==> src/rtl/cdb_writeback_arbiter.sv <==
// CDB write-back arbiter: per-FU result FIFOs feeding one
// round-robin Common Data Bus broadcast.
module cdb_writeback_arbiter #(
   parameter int NUM_FU     = 2,
   parameter int FIFO_DEPTH = 4,
   parameter int XLEN       = 32,
   parameter int TAG_W      = 6,
   localparam int SRC_W     = (NUM_FU > 1) ? $clog2(NUM_FU) : 1
) (
   input  logic                    clk,
   input  logic                    rst,
   input  logic                    flush_i,
   input  logic [NUM_FU-1:0]       fu_valid_i,
   input  logic [NUM_FU*XLEN-1:0]  fu_result_i,
   input  logic [NUM_FU*TAG_W-1:0] fu_rd_p_i,
   input  logic [NUM_FU*TAG_W-1:0] fu_rob_tag_i,
   output logic [NUM_FU-1:0]       fu_stall_o,
   output logic                    cdb_valid_o,
   output logic [XLEN-1:0]         cdb_result_o,
   output logic [TAG_W-1:0]        cdb_rd_p_o,
   output logic [TAG_W-1:0]        cdb_rob_tag_o,
   output logic [SRC_W-1:0]        cdb_src_o,
   output logic                    overflow_err_o
);

   localparam int PTR_W = $clog2(FIFO_DEPTH);
   localparam int CNT_W = PTR_W + 1;
   localparam int ENT_W = XLEN + 2 * TAG_W;

   logic [ENT_W-1:0] mem_q [NUM_FU][FIFO_DEPTH];
   logic [PTR_W-1:0] wr_q  [NUM_FU];
   logic [PTR_W-1:0] wr_d  [NUM_FU];
   logic [PTR_W-1:0] rd_q  [NUM_FU];
   logic [PTR_W-1:0] rd_d  [NUM_FU];
   logic [CNT_W-1:0] cnt_q [NUM_FU];
   logic [CNT_W-1:0] cnt_d [NUM_FU];
   logic [SRC_W-1:0] rr_q, rr_d;
   logic             ovf_q, ovf_d;

   logic [NUM_FU-1:0] ne;
   logic [NUM_FU-1:0] deq;
   logic [NUM_FU-1:0] acc;
   logic [SRC_W-1:0]  gnt;
   logic              any_ne;
   logic              cdb_vld;
   logic [ENT_W-1:0]  head;

   // Round-robin pick: first non-empty FIFO at or after rr_q.
   always_comb begin
      gnt    = '0;
      any_ne = 1'b0;
      for (int k = 0; k < NUM_FU; k++) begin
         ne[k] = (cnt_q[k] != '0);
      end
      for (int i = 0; i < NUM_FU; i++) begin
         for (int k = 0; k < NUM_FU; k++) begin
            if (!any_ne && ne[k] &&
                ((int'(rr_q) + i) % NUM_FU == k)) begin
               any_ne = 1'b1;
               gnt    = SRC_W'(k);
            end
         end
      end
   end

   // Broadcast the granted head; all fields read zero when idle.
   always_comb begin
      cdb_vld = any_ne & ~flush_i & ~rst;
      head    = '0;
      deq     = '0;
      for (int k = 0; k < NUM_FU; k++) begin
         if (cdb_vld && gnt == SRC_W'(k)) begin
            head   = mem_q[k][rd_q[k]];
            deq[k] = 1'b1;
         end
      end
   end

   assign cdb_valid_o   = cdb_vld;
   assign cdb_result_o  = head[ENT_W-1 -: XLEN];
   assign cdb_rd_p_o    = head[2*TAG_W-1 -: TAG_W];
   assign cdb_rob_tag_o = head[TAG_W-1:0];
   assign cdb_src_o     = cdb_vld ? gnt : '0;
   assign overflow_err_o = ovf_q;

   // Throttle issue one slot early: the op already in flight needs room.
   always_comb begin
      for (int k = 0; k < NUM_FU; k++) begin
         fu_stall_o[k] = ~rst &
            (cnt_q[k] >= CNT_W'(FIFO_DEPTH - 1));
      end
   end

   // FIFO pointer/count update, drop-on-full detection, flush.
   always_comb begin
      ovf_d = ovf_q;
      acc   = '0;
      for (int k = 0; k < NUM_FU; k++) begin
         logic full;
         logic enq;
         full   = (cnt_q[k] == CNT_W'(FIFO_DEPTH));
         enq    = fu_valid_i[k] & ~flush_i;
         acc[k] = enq & (~full | deq[k]);
         if (enq && full && !deq[k]) begin
            ovf_d = 1'b1;
         end
         wr_d[k]  = wr_q[k] + PTR_W'(acc[k]);
         rd_d[k]  = rd_q[k] + PTR_W'(deq[k]);
         cnt_d[k] = cnt_q[k] + CNT_W'(acc[k]) - CNT_W'(deq[k]);
         if (flush_i) begin
            wr_d[k]  = '0;
            rd_d[k]  = '0;
            cnt_d[k] = '0;
         end
      end
   end

   // Pointer advances past the winner; flush restarts at FU 0.
   always_comb begin
      rr_d = rr_q;
      if (flush_i) begin
         rr_d = '0;
      end else if (cdb_vld) begin
         rr_d = (int'(gnt) == NUM_FU - 1) ? '0 : gnt + SRC_W'(1);
      end
   end

   // Control state registers.
   always_ff @(posedge clk or posedge rst) begin
      if (rst) begin
         for (int k = 0; k < NUM_FU; k++) begin
            wr_q[k]  <= '0;
            rd_q[k]  <= '0;
            cnt_q[k] <= '0;
         end
         rr_q  <= '0;
         ovf_q <= 1'b0;
      end else begin
         for (int k = 0; k < NUM_FU; k++) begin
            wr_q[k]  <= wr_d[k];
            rd_q[k]  <= rd_d[k];
            cnt_q[k] <= cnt_d[k];
         end
         rr_q  <= rr_d;
         ovf_q <= ovf_d;
      end
   end

   // Result storage; only accepted entries are written.
   always_ff @(posedge clk) begin
      for (int k = 0; k < NUM_FU; k++) begin
         if (acc[k]) begin
            mem_q[k][wr_q[k]] <= {fu_result_i[k*XLEN +: XLEN],
                                  fu_rd_p_i[k*TAG_W +: TAG_W],
                                  fu_rob_tag_i[k*TAG_W +: TAG_W]};
         end
      end
   end

endmodule

==> config.mk <==
export PLATFORM = sky130hd
export DESIGN_NAME = cdb_writeback_arbiter
export DESIGN_NICKNAME = d
export VERILOG_FILES = /design/src/rtl/cdb_writeback_arbiter.sv
export SDC_FILE = /design/constraint.sdc
export NUM_CORES = 1
export LEC_CHECK = 0
export BUFFER_PORTS_ARGS = -buffer_cell sky130_fd_sc_hd__buf_2
export CAP_MARGIN = 10
export CORE_MARGIN = 8
export CORE_UTILIZATION = 48
export CTS_BUF_LIST = sky130_fd_sc_hd__clkbuf_2
export CTS_CLUSTER_DIAMETER = 30
export CTS_CLUSTER_SIZE = 8
export DETAILED_ROUTE_END_ITERATION = 8
export PLACE_DENSITY = 0.77
export SLEW_MARGIN = 20
export SYNTH_ARGS = -nofsm -noshare
export SYNTH_HDL_FRONTEND = slang
export SYNTH_SLANG_ARGS = --single-unit
==> constraint.sdc <==
create_clock -name clk -period 8.4 [get_ports clk]
set_clock_uncertainty 0.1 [all_clocks]
set_input_delay 1.68 -clock clk [delete_from_list [all_inputs] [get_ports clk]]
set_output_delay 1.68 -clock clk [all_outputs]
set_load 0.05 [all_outputs]
Word level (Yosys, flattened, before mapping)
Memories as Yosys holds them, arrays and structs flattened.
Index checks and enable logic that the tools add are counted.

cells by class
  $add $sub $neg = 10
  multipliers = 0
  div/mod/pow operators = 0
  $lt $le $gt $ge = 8
  equal/unequal tests = 3
  shifts and indexed selects = 0
  muxes and demuxes = 37
  bitwise gates (word level) = 20
  reductions and logical operators = 26

operators with widths
  operator                                                                count
  176-bit 2-to-1 mux                                                      2
  44-bit 2-to-1 mux                                                       8
  44-bit binary-select mux with 2-bit select                              2
  44-bit demux with 2-bit select                                          2
  32-bit logical NOT                                                      2
  1-bit 2-to-1 mux                                                        17
  1-bit logical AND                                                       15
  3-bit >= comparator (second input constant)                             4
  2-bit NOT with 3-bit output                                             4
  2-bit by 1-bit adder with 2-bit output                                  4
  1-bit AND                                                               8
  2-bit 2-to-1 mux                                                        4
  3-bit by 1-bit adder with 3-bit output                                  2
  3-bit == test (second input constant)                                   2
  3-bit by 2-bit >= comparator with 1-bit output (second input constant)  2
  3-bit by 1-bit < comparator with 1-bit output (second input constant)   2
  3-bit 2-to-1 mux                                                        2
  3-bit nonzero test                                                      2
  3-bit by 1-bit subtractor with 3-bit output                             2
  1-bit logical NOT                                                       5
  1-bit NOT                                                               5
  2-bit nonzero test                                                      2
  1-bit adder (second input constant)                                     2
  2-bit == test (second input constant)                                   1
  2 further kinds                                                         3

word-level totals
  register bits = 16
  latch bits = 0
  memory bits (writable) = 352
  ROM bits = 0
  input port bits = 93
  output and inout bits = 49
  word-level logic and storage cells = 113
  memories = 1

memory list
  memory  words  width  rd ports  clocked after memory_dff  write ports  line  RTL
  mem_q   2      176    2         0                         2            30    logic [ENT_W-1:0] mem_q [NUM_FU][FIFO_DEPTH];

Longest topological paths before layout
Gate-level depths: netlist (run 1).

  depth after elaboration = 24
  gate-level depth with buffers = 10
  depth with buffers taken out = 10

Worst setup path before layout (run 1)
No wires, ideal clock.

  path type = input -> register
  start = in rst
  end = mem mem_q[0][100] (netlist name), enable pin
  library setup time = 0.570 ns
  arrival = 6.794 ns
  required time = 7.730 ns
  path slack = 0.935 ns
  stages = 3
  buffers on the path = 1
  cells stage by stage = clkbuf_1 o211a_1 nor4b_1

RTL lines
  item                line  RTL
  start: declaration  11    input logic rst,
  end: declaration    30

Final worst setup path (run 1)
  start = in flush_i
  end = out cdb_result_o[10]

between the ends
  longest elaborated chain between the ends = 6
  elaborated cells between the ends (all ways) = 7
  classes of those cells = mux: 2; bitwise: 3; reduce/logical: 2

RTL lines
  item                      line  RTL
  start: declaration        12    input logic flush_i,
  1-bit NOT *               68    cdb_vld = any_ne & ~flush_i & ~rst;
  1-bit AND * (2 in a row)  68
  1-bit logical AND         72    if (cdb_vld && gnt == SRC_W'(k)) begin
  44-bit 2-to-1 mux         72
  44-bit 2-to-1 mux *       72
  end: declaration          19    output logic [XLEN-1:0] cdb_result_o,

Mark *: on every way between the ends. The rest lies on a longest branch, timed or not.

==> results.yml, run 1 <==
run_status:
  outcome: "complete, no violations"
detailed_routing:
  routed_via_density: 5.505
  ant_nets: 0
  drt_iter0_markers: 419
  dr.pass1.iters: 4
  post-route-drc-count: 0
  wl_per_cell_um: 22.97
  drt-total-wl_mm: 28.92
  via_count: 6931
floorplanning:
  pin_count: 142
  initial_core_util_pct: 48.95
  die_w_um: 187.3
  die-area_um2: 35090
  core_um2: 28780
  fp.dieH_um: 187.3
  row_count: 62
timing:
  tightest_slew_ns: 0.9956
  layout_setup_ws_ns: 3.455
  hold_violations: 0
  rsz0062_at_grt: "no"
  finalSetupViolCount: 0
  timing.setup.tns_ns: 0
  fmax_ghz: 0.2022
  drv_slew: 0
  slew_headroom_pct: 33.62
  timing.final.crit_share_pct: 58.87
  fin_crit_ns: 4.945
critical_path:
  rr_startpoint: "cnt_q[4]"
  crit_end: "cdb_result_o[10]"
  cp-end-kind: "output pin"
  arrival_ns: 3.16
  start_kind: "primary input"
  crit_type: "primary input to output pin"
  r2r_slack_ns: 5.40
  required_ns: 6.62
  worstSetupStartpoint: "flush_i"
  cp_max_fo: 22
  regToRegEndpoint: "cnt_q[2]"
  r2r_cells: 10
synth:
  synth-seq-area-share_pct: 77.88
  synth_warnings: 0
  synth_ff_type: "edfxtp_1"
  synth_cell_types: 36
  syn_inst: 611
  syn_area_per_cell_um2: 23.06
  synth_seq_cells: 368
  synth_edf_count: 352
  synth_fp_nets: 716
  synthesis.area_um2: 14090
  async_reset_ff_share_pct: 4.348
power_and_ir_drop:
  p_int_uw: 2918
  seqPwrFrac_pct: 52.9
  p_clk_share_pct: 30.0
  p_sw_uw: 1206
  pwr_density_cell_nw_per_um2: 254.4
  p_leak_uw: 0.005551
  peakVddDrop_v: 0.0001376
  pwr-share-comb_pct: 17.2
  swShare_pct: 29.23
clocking:
  cts_inserted_buffers: 74
  clk_transition_reported_paths_ns: 0.09
  worstSkewPairLatency_ns: 0.78
  cts_hold_buffers: 0
  cts_root_buf: "clkbuf_2"
  cts_tree: "done"
  cts_resized: 0
  cts-htree-levels: 3
  cts_sinks: 368
  postCtsSetupBuffers: 0
  clock_path_buffers: 3
grt:
  grt_overflow: 0
  grt_max_degree: 46
  grt_antenna_before_repair: 9
  grt_pass1_vias: 7539
  grt_pass1_wl_mm: 44.00
  track_usage_pct: 16.40
job:
  drv_cap: 0
cells_and_area:
  syn2layout_area_growth_pct: 15.06
  layout_common_cells: "edfxtp_1 (352), buf_2 (141), mux4_2 (88), clkbuf_2 (86), a22o_1 (44)"
  drive_gt1_share_pct: 44.53
  layout_commonest_cell: "edfxtp_1"
  fin_nets: 922
  finalInstanceArea_um2: 16210
placed_design:
  place_ws_ns: 3.442
  dp_hpwl_mm: 17.99
  dpl_cell_area_um2: 15330
  gp_congestion: 0.6983
  io_buffers: 141
min_path:
  hold_class: "flop to flop"
layer usage:
metal  track usage [%]  vias to the layer above  part of all wire (%)
met1             19.94                     3551                    40
met2             27.12                      243                    51
met3             4.661                       69                   6.2
met4             7.147                        6                   2.8
met5                 0                        -                  0.16
li1                  -                     3062                     -
area by class of cell:
class	instances	area, um2
clock inverter	42	431.7
fill	2175	12570
inverter	10	37.54
multi-input combinational	202	2978
timing repair buffer	161	855.8
clock buffer	86	430.4
sequential	368	10980
antenna	6	15.01
tap	384	480.5
sequential cells by signal, indices dropped and copies added, names as in the netlist:
name / cells
rr_q: 1
cnt_q: 6
rd_q: 4
wr_q: 4
overflow_err_o: 1
mem_q: 352
logic make-up after synthesis:
logic type / count (synthesis) / synth area share (%)
AO/OA/AOI/OAI: 57 / 3.508
adder cells (fa/ha/maj): 12 / 1.172
AND/OR/NAND/NOR: 39 / 1.626
XOR/XNOR: 6 / 0.3730
buffers and inverters: 41 / 1.377
flip-flops: 368 / 77.88
multiplexers: 88 / 14.07
cells in the mapped netlist, drive strengths merged (3+ instances only):
cell / number / area [um2]
a21oi: 3 / 15.01
a22o: 44 / 385.4
buf: 13 / 88.83
clkbuf: 18 / 67.56
dfrtp: 16 / 400.4
edfxtp: 352 / 10570
ha: 10 / 125.1
inv: 10 / 37.54
mux4: 88 / 1982
nand2b: 3 / 18.77
nor2: 11 / 41.29
nor2b: 6 / 37.54
nor3: 4 / 20.02
nor3b: 3 / 22.52
nor4b: 3 / 26.28
o21ai: 3 / 15.01
xnor2: 4 / 35.03
worst min path at each step:
stage | startpoint | to | slack [ns] | cells after the start
floorplan | rr_q | rr_q | 0.45 | 2
detailed placement | overflow_err_o | overflow_err_o | 0.38 | 2
global placement | overflow_err_o | overflow_err_o | 0.36 | 2
CTS | overflow_err_o | overflow_err_o | 0.40 | 2
global route | overflow_err_o | overflow_err_o | 0.43 | 2
finish | overflow_err_o | overflow_err_o | 0.40 | 2
through the flow:
stage / power [uW] / utilization, % / hold slack (ns) / cells
2_1_floorplan: 2741 / - / 0.4521 / 611
3_3_place_gp: 2922 / 53.27 / 0.3634 / 1125
6_report: 4124 / 56.32 / 0.3958 / 1259
5_1_grt: 4301 / 56.31 / 0.4326 / 1258
4_1_cts: 4175 / 56.27 / 0.4047 / 1253
3_5_place_dp: 2940 / 53.27 / 0.3815 / 1125
critical path, stage by stage:
cell and delay (ns):
buf_2 0.25, nor4_4 0.33, buf_4 0.37, a22o_1 0.25, buf_2 0.28
power by group through the flow:
stage               registers (uW)  clock network (uW)  logic [uW]
floorplan                     2160                   0         580
global placement              2220                   0         701
detailed placement            2230                   0         712
CTS                           2190                1270         715
global route                  2200                1350         751
finish                        2180                1240         708
Note: power is estimated with default switching activity, not from simulation.
==> run 2, diff against run 1 <==
- ABC_AREA: not set -> 1
- clock period: 8.4 -> 4.6 ns (I/O delays scaled with it)
==> run 2 against run 1 <==
  * Non-clock buffer count shrank 1
  * Critical path depth is 4 higher
  * Sequential power up 79%
  * Sequential share of layout area is 2.6 points lower
  * Setup slack got worse by 3.0 ns
  * Flip-flop and latch count unchanged
  * Register-to-register slack got worse by 3.6 ns
  * Cell count up 45%
  * Synthesized area increased by 5.4%
  * Core utilization fell by 1.1 points
  * Worst hold slack got worse by 0.24 ns
  * Critical path type is now flop to output pin
  * Critical endpoint is now cdb_result_o[26]
  * Largest power group unchanged
  * Highest routed layer is now met4
==> results.yml, run 2 <==
run_status:
  outcome: "complete, no violations"
critical_path:
  arrival_ns: 3.15
  cpLargestDelayFamily: "buffers and inverters"
  slowest_stage: "buf_4"
  crit_type: "flop to output pin"
  required_ns: 3.58
  crit_chain: "buf_4 > buf_4 > nor2_1 > nor2_1 > o21ai_0 > o21ai_1 > nand2_1 > nand2_1 > buf_2"
  worstSetupStartpoint: "rd_q[0]"
  r2r_slack_ns: 1.78
  rr_startpoint: "cnt_q[0]"
  regToRegEndpoint: "cnt_q[5]"
  slowest_delay_ns: 0.51
  worst-path-stages: 9
  start_kind: "flop"
  cp_max_fo: 51
  cp-end-kind: "output pin"
  critical_path_buf_inv_count: 3
  r2r_cells: 14
  crit_end: "cdb_result_o[26]"
min_path:
  hold_class: "primary input to flop"
timing:
  fin_crit_ns: 4.166
  tightest_slew_ns: 0.7554
  timing.final.crit_share_pct: 90.57
  hold_violations: 0
  finalSetupViolCount: 0
  rsz0062_at_grt: "no"
  fmax_ghz: 0.2400
  drv_slew: 0
  slew_headroom_pct: 49.64
  timing.setup.tns_ns: 0
placed_design:
  gp_congestion: 0.8778
  io_buffers: 141
  dp.cells: 1694
  dp_hpwl_mm: 21.38
  dpl_cell_area_um2: 15930
clocking:
  cts_inserted_buffers: 74
  cts_tree: "done"
  cts-htree-levels: 3
  worstSkewPairLatency_ns: 0.86
  cts_sinks: 368
  clk_transition_reported_paths_ns: 0.14
  clock_path_buffers: 3
  cts_root_buf: "clkbuf_2"
cells_and_area:
  drive_gt1_share_pct: 20.89
  fillers: 2519
  fin_cells: 1830
  utilization_pct: 55.27
  layout_common_cells: "edfxtp_1 (352), nor2_1 (280), o21ai_0 (181), nand2_1 (151), buf_2 (141)"
  fin_nets: 1480
  largest_reg_flops: 352
  finalInstanceArea_um2: 16860
  layout_commonest_cell: "edfxtp_1"
  syn2layout_area_growth_pct: 13.61
synth:
  yosysTopAreaCell: "edfxtp_1"
  synthesis.area_um2: 14840
  synth_ff_type: "edfxtp_1"
  synth_edf_count: 352
  synthTopCellsByCount: "edfxtp_1 (352), nor2_1 (288), o21ai_0 (181)"
  synth_fp_nets: 1311
  synth_cell_types: 27
  synthMostInstantiatedCell: "edfxtp_1"
  synthTopCellsByArea: "edfxtp_1 (71%), nor2_1 (7.3%), o21ai_0 (6.1%)"
  syn_inst: 1206
  async_reset_ff_share_pct: 4.348
  synth-seq-area-share_pct: 73.92
  syn_area_per_cell_um2: 12.31
  yosys.area.top_type_share_pct: 71.22
  synth_seq_cells: 368
  synth_warnings: 0
grt:
  grt_overflow: 0
  grt_pass1_vias: 9382
  grt_max_degree: 90
  grt_use_met3_pct: 4.267
  grtUsageMet2_pct: 30.54
  track_usage_pct: 18.14
  grt_pass1_wl_mm: 51.12
  grt_antenna_before_repair: 1
  top_usage_layer: "met2"
  use_met1_pct: 22.93
job:
  drv_cap: 0
floorplanning:
  pin_count: 142
  initial_core_util_pct: 48.65
  die-area_um2: 36800
  fp.dieH_um: 191.8
  row_count: 64
  die_w_um: 191.8
  core_um2: 30510
detailed_routing:
  drt-total-wl_mm: 33.77
  drt_iter0_markers: 842
  post-route-drc-count: 0
  wl_per_cell_um: 18.45
  via_count: 9620
  routed_via_density: 5.257
  dr.pass1.iters: 5
  ant_nets: 0
power_and_ir_drop:
  p_leak_uw: 0.006337
  p_clk_share_pct: 28.4
  p_int_uw: 5465
  p_sw_uw: 2893
  pwr_density_cell_nw_per_um2: 495.7
  seqPwrFrac_pct: 46.7
  swShare_pct: 34.61
  pwr-share-comb_pct: 24.9
  peakVddDrop_v: 0.0004267
run 2: stage by stage:
stage / setup slack, ns / hold slack [ns] / total power (uW)
6_report: 0.4338 / 0.1553 / 8358
5_1_grt: 0.1396 / 0.05996 / 8765
4_1_cts: 0.3491 / 0.06696 / 8430
3_5_place_dp: 1.116 / 0.3953 / 6062
3_3_place_gp: 1.151 / 0.3899 / 6026
2_1_floorplan: 0.8074 / 0.3684 / 5518
run 2: logic make-up after synthesis:
kind of cell / count (synthesis) / share of synthesized area, %
and+or+nand+nor: 451 / 11.73
DFF: 368 / 73.92
AOI/OAI and AO/OA: 272 / 9.189
buffers and inverters: 99 / 3.819
adders and majority gates: 12 / 1.113
xor gates and xnor gates: 4 / 0.2361
run 2: layer usage:
| layer | vias to the layer above | part of all wire (%) |
|---|---|---|
| met3 | 65 | 7.9 |
| met5 | - | 0 |
| met2 | 360 | 50 |
| li1 | 4598 | - |
| met4 | 0 | 2.2 |
| met1 | 4597 | 40 |
run 2: power by group through the flow:
stage | logic, uW | registers, uW | clock network (uW)
after floorplan | 1540 | 3980 | 0
after global placement | 2050 | 3970 | 0
after detailed placement | 2090 | 3980 | 0
after CTS | 2090 | 3900 | 2430
after global routing | 2270 | 3920 | 2570
final | 2080 | 3900 | 2380
run 2: cell type report:
type	instances	area (um2)	share of cell area [%]
tap	396	495.5	2.939
antenna	3	7.507	0.04452
clock inverter	44	471.7	2.798
multi-input combinational	739	3364	19.95
timing repair buffer	160	975.9	5.788
inverter	32	130.1	0.7717
sequential	368	10980	65.09
clock buffer	88	440.4	2.612
run 2: timing repair:
item | in CTS | in global routing
resized for setup | 0 | 0
endpoints found under the setup margin | 0 | 0
hold endpoints to repair | 4 | 0
buffers inserted | 0 | 0
hold buffers | 1 | 0
run 2: how the worst min path moves through the flow:
stage	startpoint	to	slack [ns]	cells after the start
5_1_grt	fu_rob_tag_i[1]	mem_q[0][89]	0.06	1
2_1_floorplan	rr_q	rr_q	0.37	2
3_3_place_gp	rr_q	rr_q	0.39	2
6_report	fu_rob_tag_i[1]	mem_q[0][89]	0.16	1
4_1_cts	fu_rob_tag_i[1]	mem_q[0][1]	0.07	1
3_5_place_dp	overflow_err_o	overflow_err_o	0.40	2
==> run 3, diff against run 2 <==
- PLACE_DENSITY: 0.77 -> 0.67
==> run 3 against run 2 <==
  * Via count down 1.4%
  * Setup slack better by 0.037 ns
  * Highest routed layer is now met5
  * Clock power up 8.8%
  * Total power up 2.3%
  * Die area unchanged
  * Clock-buffer cell count up 1
  * Fmax up 0.89%
  * Wire length up 1.4%
  * Critical path depth down 3
  * Sequential share of layout area down 0.17 points
==> results.yml, run 3 (synthesized netlist as in run 2, its figures left out) <==
detailed_routing:
  drt-total-wl_mm: 34.26
  routed_via_density: 5.194
  wl_per_cell_um: 18.75
  drt_iter0_markers: 704
  via_count: 9490
  dr.pass1.iters: 5
  ant_nets: 0
  post-route-drc-count: 0
run_status:
  outcome: "complete, no violations"
power_and_ir_drop:
  total_power_uw: 8552
  p_int_uw: 5671
  p_clk_share_pct: 30.3
  peakVddDrop_v: 0.0004469
  seqPwrFrac_pct: 45.6
  swShare_pct: 33.69
  pwr-share-comb_pct: 24.1
  pwr_density_cell_nw_per_um2: 505.9
  p_sw_uw: 2881
  p_leak_uw: 0.006351
cells_and_area:
  drive_gt1_share_pct: 21.04
  finalInstanceArea_um2: 16910
  fin_nets: 1476
  syn2layout_area_growth_pct: 13.90
  layout_common_cells: "edfxtp_1 (352), nor2_1 (280), o21ai_0 (181), nand2_1 (151), buf_2 (141)"
  largest_reg_flops: 352
  utilization_pct: 55.41
  fin_cells: 1827
  layout_commonest_cell: "edfxtp_1"
critical_path:
  r2r_cells: 14
  rr_startpoint: "cnt_q[1]"
  required_ns: 3.58
  crit_chain: "buf_4 > o21ai_0 > o21ai_0 > nand2_1 > nand2_1 > buf_2"
  cp_max_fo: 89
  crit_type: "flop to output pin"
  regToRegEndpoint: "cnt_q[5]"
  start_kind: "flop"
  slowest_delay_ns: 0.73
  slowest_stage: "buf_4"
  arrival_ns: 3.11
  cp-end-kind: "output pin"
  r2r_slack_ns: 1.80
timing:
  timing.final.crit_share_pct: 89.77
  tightest_slew_ns: 0.9602
  timing.setup.tns_ns: 0
  fin_crit_ns: 4.129
  rsz0062_at_grt: "no"
  fmax_ghz: 0.2422
  drv_slew: 0
  slew_headroom_pct: 35.99
  hold_violations: 0
  finalSetupViolCount: 0
min_path:
  hold_class: "primary input to asynchronous set/reset pin"
placed_design:
  io_buffers: 141
  dp_hpwl_mm: 21.14
  dp.cells: 1691
  gp_congestion: 0.8431
  dpl_cell_area_um2: 15880
grt:
  grt_max_degree: 90
  grt_pass1_wl_mm: 51.81
  grt_antenna_before_repair: 4
  grt_pass1_vias: 9268
  track_usage_pct: 18.38
  grt_overflow: 0
floorplanning:
  pin_count: 142
  die-area_um2: 36800
  die_w_um: 191.8
  core_um2: 30510
  initial_core_util_pct: 48.65
  row_count: 64
  fp.dieH_um: 191.8
clocking:
  worstSkewPairLatency_ns: 0.82
  cts_resized: 0
  cts_inserted_buffers: 74
  cts_root_buf: "clkbuf_2"
  cts_sinks: 368
  cts-htree-levels: 3
  postCtsSetupBuffers: 0
  clock_path_buffers: 3
  cts_hold_buffers: 0
  clk_transition_reported_paths_ns: 0.14
  cts_tree: "done"
job:
  drv_cap: 0
[run 3: per-stage QoR]
stage / hold slack, ns / setup WS, ns
CTS: 0.05987 / 0.3174
floorplan: 0.3684 / 0.8074
detailed placement: 0.3611 / 1.072
global route: 0.07892 / 0.1342
global placement: 0.3571 / 1.102
finish: 0.1191 / 0.4705
[run 3: area by class of cell]
type | count | area [um2]
Tap cell | 396 | 495.5
Clock inverter | 42 | 563.0
Fill cell | 2566 | 13600
Inverter | 32 | 130.1
Multi-Input combinational cell | 739 | 3364
Timing Repair Buffer | 156 | 918.4
Sequential cell | 368 | 10980
Clock buffer | 89 | 445.4
Antenna cell | 5 | 12.51
[run 3: layer usage]
metal	global-route usage [%]	vias to the layer above	share of wire, %
met5	0	-	0.099
met4	5.625	6	1.9
met3	4.811	57	6.5
met2	30.29	278	49
met1	23.59	4558	42
li1	-	4591	-
[run 3: worst max-delay path, delay by kind of cell, from the launching register on]
kind	cells	cell delay, ns
AO/OA/AOI/OAI	2	0.60
buffers and inverters	2	1.00
flip-flops	1	0.40
AND/OR/NAND/NOR	2	0.30
[run 3: worst max path at each step]
stage | startpoint | endpoint | slack (ns) | depth (start not counted)
floorplan | flush_i | mem_q[0][176] | 0.81 | 5
global placement | flush_i | cdb_result_o[12] | 1.10 | 7
detailed placement | flush_i | cdb_result_o[26] | 1.07 | 7
CTS | rd_q[0] | cdb_result_o[22] | 0.32 | 6
global route | rd_q[0] | cdb_result_o[22] | 0.13 | 6
finish | rd_q[0] | cdb_result_o[27] | 0.47 | 6
[run 3: power by group through the flow]
stage	registers [uW]	logic, uW	clock network (uW)
2_1_floorplan	3980	1540	0
4_1_cts	3900	2090	2660
5_1_grt	3920	2260	2810
3_3_place_gp	3980	2060	0
3_5_place_dp	3980	2080	0
6_report	3900	2060	2590
